## src/rtl/sd_rrmux_pkt.sv

```systemverilog
`default_nettype none
// ============================================================================
// Module   : sd_rrmux_pkt
// Purpose  : Round-robin srdy/drdy multiplexer with a registered output stage
//            and optional per-packet grant lock.
// Revision : 1.0  initial release
// ============================================================================
module sd_rrmux_pkt #(
    parameter int width  = 8,
    parameter int inputs = 4,
    parameter int mode   = 0
) (
    input  logic                    clk,
    input  logic                    reset,
    input  logic [inputs-1:0]       c_srdy,
    output logic [inputs-1:0]       c_drdy,
    input  logic [inputs*width-1:0] c_data,
    input  logic [inputs-1:0]       c_eop,
    output logic                    p_srdy,
    input  logic                    p_drdy,
    output logic [width-1:0]        p_data,
    output logic [inputs-1:0]       p_grant
);
    localparam int IW = (inputs > 1) ? $clog2(inputs) : 1;
    localparam logic [IW-1:0] LAST_RESET = IW'(inputs - 1);

    logic [IW-1:0]     last;
    logic [IW-1:0]     lock_id;
    logic              locked;
    logic [IW-1:0]     sel;
    logic [IW-1:0]     cand;
    logic              sel_valid;
    logic              load_en;
    logic              xfer;
    logic [inputs-1:0] sel_onehot;

    assign load_en = !p_srdy || p_drdy;

    // Scan farthest-first so the requester nearest to last+1 is the final writer.
    always_comb begin
        sel       = last;
        sel_valid = 1'b0;
        cand      = '0;
        if (locked) begin
            sel       = lock_id;
            sel_valid = c_srdy[lock_id];
        end else begin
            for (int i = inputs; i >= 1; i--) begin
                cand = IW'((int'(last) + i) % inputs);
                if (c_srdy[cand]) begin
                    sel       = cand;
                    sel_valid = 1'b1;
                end
            end
        end
    end

    always_comb begin
        sel_onehot      = '0;
        sel_onehot[sel] = 1'b1;
    end

    assign xfer   = sel_valid && load_en;
    assign c_drdy = xfer ? sel_onehot : '0;

    always_ff @(posedge clk) begin
        if (reset) begin
            p_srdy  <= 1'b0;
            p_data  <= '0;
            p_grant <= '0;
            last    <= LAST_RESET;
            locked  <= 1'b0;
            lock_id <= '0;
        end else begin
            if (xfer) begin
                p_data  <= c_data[int'(sel)*width +: width];
                p_grant <= sel_onehot;
                p_srdy  <= 1'b1;
                last    <= sel;
                if (mode == 1) begin
                    locked <= !c_eop[sel];
                    if (!c_eop[sel])
                        lock_id <= sel;
                end
            end else if (p_drdy) begin
                p_srdy  <= 1'b0;
                p_grant <= '0;
            end
        end
    end
endmodule
`default_nettype wire
```

## config.mk

```make
export PLATFORM = sky130hd
export DESIGN_NAME = sd_rrmux_pkt
export DESIGN_NICKNAME = d
export VERILOG_FILES = /design/src/rtl/sd_rrmux_pkt.sv
export SDC_FILE = /design/constraint.sdc
export NUM_CORES = 1
export LEC_CHECK = 0
export BUFFER_PORTS_ARGS = -buffer_cell sky130_fd_sc_hd__buf_2
export CAP_MARGIN = 20
export CORE_MARGIN = 5
export CORE_UTILIZATION = 45
export DETAILED_ROUTE_END_ITERATION = 8
export MAX_ROUTING_LAYER = met4
export PLACE_DENSITY = 0.91
export SYNTH_ARGS = -nofsm -noshare
export SYNTH_HDL_FRONTEND = slang
export SYNTH_SLANG_ARGS = --single-unit
```

## constraint.sdc

```tcl
create_clock -name clk -period 4.78 [get_ports clk]
set_input_delay 0.239 -clock clk [delete_from_list [all_inputs] [get_ports clk]]
set_output_delay 0.239 -clock clk [all_outputs]
set_load 0.01 [all_outputs]
```

; ---- Yosys cells after proc, flatten, opt, wreduce, memory -nomap -nowiden
; Index checks and enable logic that the tools add are counted.
[word_totals]
output_inout_bits = 17
inputBits = 43
regBits = 15
elab_cells = 43
[op_classes]
n_reduce_logical = 5
addsub = 4
mux = 23
n_lt_le_gt_ge = 6
shift = 1
[op_table]
columns = op, n
row1 = variable part select 32 x 6 -> 8 bit, 1
row2 = "< comparator 2 x 3 -> 1 bit, second input constant", 5
row3 = 2-to-1 mux 4 bit, 3
row4 = 2-to-1 mux 1 bit, 11
row5 = binary-select mux 1 bit (select 2 bit), 4
row6 = 2-to-1 mux 2 bit, 4
row7 = "adder 2 x 1 -> 2 bit, second input constant", 2
row8 = "adder 2 bit, second input constant", 2
row9 = demux 1 bit (select 2 bit), 1
row10 = "greater-or-equal comparator 2 x 1 -> 1 bit, second input constant", 1
row11 = logical AND 1 bit, 2
row12 = nonzero test 2 bit, 1
row13 = logical NOT 1 bit, 1
row14 = logical OR 1 bit, 1

; ---- Longest topological paths before layout
[depth]
depth_word = 12
depth_mapped = 6
mapped_depth_nobuf = 5

; ---- Least setup slack after synthesis
; OpenSTA, ideal clock, no wires.
[synth_timing]
path_type = register to register
from = register last[1]
to = register p_data[0]
arrival_ns = 1.647
path_buffers = 1
setup_slack_ns = 3.011
synth_period_minus_slack_ns = 1.769
setup_ns = 0.122
required_time_ns = 4.658
path_stages_with_launch = 7
cell_sequence = dfxtp_1 nand2_1 a31o_2 nor2_8 buf_8 mux2_4 a221o_1
[synth_via]
elab_chain_len = 8
elab_cells_between_ends = 22
cone_classes = add/sub (4) / shift (1) / mux (16) / reduce/logical (1)
[synth_lines]
columns = item, line
row1 = start: declaration, 27  ; logic [IW-1:0] last;
row2 = start signal: assignment, 79  ; last <= sel;
row3 = adder 2 x 1 -> 2 bit, 49  ; cand = IW'((int'(last) + i) % inputs);
row4 = binary-select mux 1 bit (select 2 bit), 50  ; if (c_srdy[cand]) begin
row5 = 2-to-1 mux 1 bit (not written as such), 50
row6 = 2-to-1 mux 2 bit or 2-to-1 mux 1 bit (tied branches) (4 in series), 50
row7 = variable part select 32 x 6 -> 8 bit or logical AND 1 bit (tied branches), "76, 63"
row8 = end signal: assignment, 76  ; p_data <= c_data[int'(sel)*width +: width];
row9 = end: declaration, 21  ; output logic [width-1:0] p_data,
; Parallel ways exist; a longest one is shown, timed or not. The select of a mux whose other input is x is not followed.
; A chain may end at the register's enable or synchronous reset.

; ---- Final worst setup path
[layout_timing]
from = register p_srdy
to = output port c_drdy[2]
[layout_via]
elab_chain_len = 4
[layout_lines]
columns = item, line
row1 = start: declaration, 19  ; output logic p_srdy,
row2 = start signal: assignment, 68  ; p_srdy <= 1'b0;
row3 = start signal: assignment, 78  ; p_srdy <= 1'b1;
row4 = start signal: assignment, 86  ; p_srdy <= 1'b0;
row5 = logical NOT 1 bit, 37  ; assign load_en = !p_srdy || p_drdy;
row6 = logical OR 1 bit, 37
row7 = logical AND 1 bit, 63  ; assign xfer = sel_valid && load_en;
row8 = 2-to-1 mux 4 bit, 64  ; assign c_drdy = xfer ? sel_onehot : '0;
row9 = end: declaration, 16  ; output logic [inputs-1:0] c_drdy,
; No other way between the ends.

==> summary.md <==
| Metric | Value |
|---|---|
| Drt first-iter violations | `16` |
| DRT Pass-1 Iters | `4` |
| Routed WL per cell | `13.6 µm` |
| Routed vias | `949` |
| Critical Path AT | `1.83 ns` |
| Compound-Gate Fraction of Synth Area | `17.4%` |
| Worst slew margin | `38.7%` |
| Final min period | `2.07 ns` |
| Yosys reg bits | `15` |
| Sw power | `0.119 mW` |
| Final setup fails | `0` |
| PwrDens | `290 nW/µm²` |
| Final Hold Viols | `0` |
| Post-DRT Antenna Nets | `0` |
| Worst R2R Start | `last[1]` |
| Hold Crit Class | `input pin to flip-flop` |
| Post-layout total power | `0.374 mW` |
| CTS tree | `built` |
| WP data required | `4.54 ns` |
| Crit path max fanout | `11` |
| Switching Fraction | `31.8%` |
| Slew Viols, Final | `0` |
| Tightest Pin Transition | `0.920 ns` |
| CP cell instances | `a21oi_1 > nand2_1 > nor2_1 > buf_2` |
| Peak supply drop | `0.000167 V` |
| Reg power frac | `40.2%` |
| Net Count, Synth | `141` |
| Die Area | `3270 µm²` |
| Clk_lat worst skew | `0.27 ns` |
| F_max | `0.483 GHz` |
| Sinks on Clock Net | `15` |
| Antenna cell count | `0` |
| Die H | `57.2 µm` |
| Internal power | `0.256 mW` |
| Final setup TNS | `0 ns` |
| # IOs | `60` |
| Initial core utilization | `46.2%` |
| CP Launch Type | `flip-flop` |
| Unrepaired setup endpoints after global routing | `false` |
| Routed WL | `2460 µm` |
| Die X | `57.2 µm` |
| Fraction of layout instances using a drive strength above 1 | `53.9%` |
| Quantity of hold-fixing buffers added after cts | `0` |
| Initial antenna violation count | `0` |
| Core area | `2170 µm²` |
| Warnings, synthesis | `0` |
| Clock skew | `0.00144 ns` |
| R2R cell count | `5` |
| Mapped Area | `1000 µm²` |
| TritonCTS buffer count | `3` |
| Clock Path Buffers | `2` |
| Synth Area in Adders | `0%` |
| # nets final | `196` |
| Critical Path Max Stage Delay | `0.71 ns` |
| Mapped Cells | `98` |
| Clk Tree Root Cell | `clkbuf_4` |
| Bufs and invs on worst path | `1` |
| Final period utilization | `43.3%` |
| Worst r2r dst | `p_data[0]` |
| Vias per cell | `5.27` |
| CP Class | `flip-flop to output pin` |
| I/O Buffers | `55` |
| Grt ovf | `0` |
| # DRC | `0` |
| Comb power frac | `41.2%` |
| Leak pwr | `0.641 nW` |
| Status | `complete, no violations` |
| R2R Setup Slk | `2.79 ns` |
| XOR/XNOR Fraction of Synth Area | `0%` |
| GPL Wtd Cong | `0.824` |
| Post-cts resize count | `0` |
| Sequential share of the synthesized area | `30.0%` |
| Slowest CP cell | `a21oi_1` |
| Post-Synth Simple-Gate Area | `26.0%` |
| CP endpoint kind | `output pin` |
| Vias in the first global route | `1,047` |
| Synth Area per Inst | `10.2 µm²` |
| Tot GR Track Use | `16.3%` |
| Clock power share | `18.6%` |
| Largest family of logic cells by synthesized area | `simple AND/OR/NAND/NOR gates` |
| Area delta synth->final | `29.0%` |
| Max-Cap Viols | `0` |
| Min-Delay Endpoint | `p_srdy` |
| Rows | `17` |
| CP delay by family, top | `compound AO/OA/AOI/OAI gates` |
| Synth cell types | `30` |
| Worst Hold Depth | `3` |
| Largest net degree at the start of global routing | `20` |
| H-tree depth | `1` |
| Multiplexer share of the synthesized area | `20.6%` |
| Final HPWL DP | `1950 µm` |
| Worst-path clk slew | `0.08 ns` |
| Post-CTS Setup Inserts | `0` |
| Hold path start | `p_drdy` |
| First-pass GRT wire length | `4200 µm` |
==> registers in the layout (all words and copies together) (netlist names) <==
signal / flops
p_data: 8
p_srdy: 1
last: 2
p_grant: 4
==> cell usage in the layout (no fill, tap or decap), drive strengths merged, types with 2 or more instances in the layout <==
master and n:
a21oi 7, a221o 8, buf 55, clkbuf 4
dfxtp 15, inv 4, mux2 16, nand2 6
nand2b 5, nand3 2, nor2 5, nor3 4
nor3b 10
==> worst max path at each step <==
stage | from | depth (start not counted) | endpoint | slack (ns)
final | p_srdy | 4 | c_drdy[2] | 2.71
after global routing | p_srdy | 4 | c_drdy[2] | 2.47
after CTS | p_srdy | 4 | c_drdy[2] | 2.69
after detailed placement | last[1] | 5 | p_data[0] | 2.77
after global placement | last[1] | 5 | p_data[1] | 2.86
after floorplan | last[1] | 6 | p_data[0] | 3.01
==> power groups by stage <==
stage	Combinational, mW	Sequential (mW)	Clock, mW
after floorplan	0.107	0.159	0
after global placement	0.151	0.152	0
after detailed placement	0.156	0.153	0
after CTS	0.156	0.151	0.0726
after global routing	0.169	0.153	0.0798
final	0.154	0.151	0.0698
==> synth_stat cells, drive strengths merged <==
library cell | count | area share [%]
dfxtp | 15 | 30
a32oi | 1 | 0.87
a21o | 1 | 0.75
or2 | 1 | 0.62
a21boi | 1 | 1.9
mux2 | 16 | 21
a21oi | 7 | 3.5
inv | 4 | 1.5
nand2 | 6 | 2.2
and3 | 1 | 0.62
nor2 | 5 | 3.5
buf | 5 | 4.6
a31oi | 1 | 0.62
nor3b | 10 | 8.6
nor3 | 4 | 4.2
or3 | 1 | 0.62
or2b | 1 | 0.75
nand3 | 2 | 1.0
nand2b | 5 | 3.1
o21ai | 1 | 0.87
nor4 | 1 | 0.62
a31o | 1 | 0.87
a221o | 8 | 8.0
==> layer usage <==
layer | track usage (%) | vias up | part of all wire, %
li1 | - | 473 | -
met1 | 19.0 | 418 | 42
met2 | 26.8 | 54 | 47
met3 | 4.07 | 4 | 9.9
met4 | 6.29 | 0 | 0.77
met5 | - | - | 0
==> metrics by stage <==
stage	util (%)	cell area [µm²]	setup WS [ns]	hold slack [ns]	cells
finish	59.6	1290	2.71	0.293	180
global route	59.6	1290	2.47	0.289	180
CTS	59.6	1290	2.69	0.288	180
detailed placement	58.4	1270	2.77	0.457	176
global placement	58.4	1270	2.86	0.452	176
floorplan	-	1000	3.01	0.411	98
==> kinds of logic (layout without fill, tap and decap cells) <==
family          count (synthesis)  count (layout)
buf+inv                         9              63
simple gates                   37              37
mux                            16              16
compound gates                 21              21
flops                          15              15
==> final cells by class <==
| type | instances | area (µm²) |
|---|---|---|
| Clock buffer | 4 | 26.3 |
| Fill cell | 216 | 877 |
| Inverter | 4 | 15.0 |
| Multi-Input combinational cell | 74 | 641 |
| Sequential cell | 15 | 300 |
| Tap cell | 28 | 35.0 |
| Timing Repair Buffer | 55 | 275 |
==> worst register-to-register path, cell delays in order (launching register included) <==
cell and delay (ns):
dfxtp_1 0.44, nand2_1 0.10, a31o_2 0.31, nor2_8 0.30, mux2_2 0.39, a221o_1 0.34
Power figures use the tool's default switching activity.
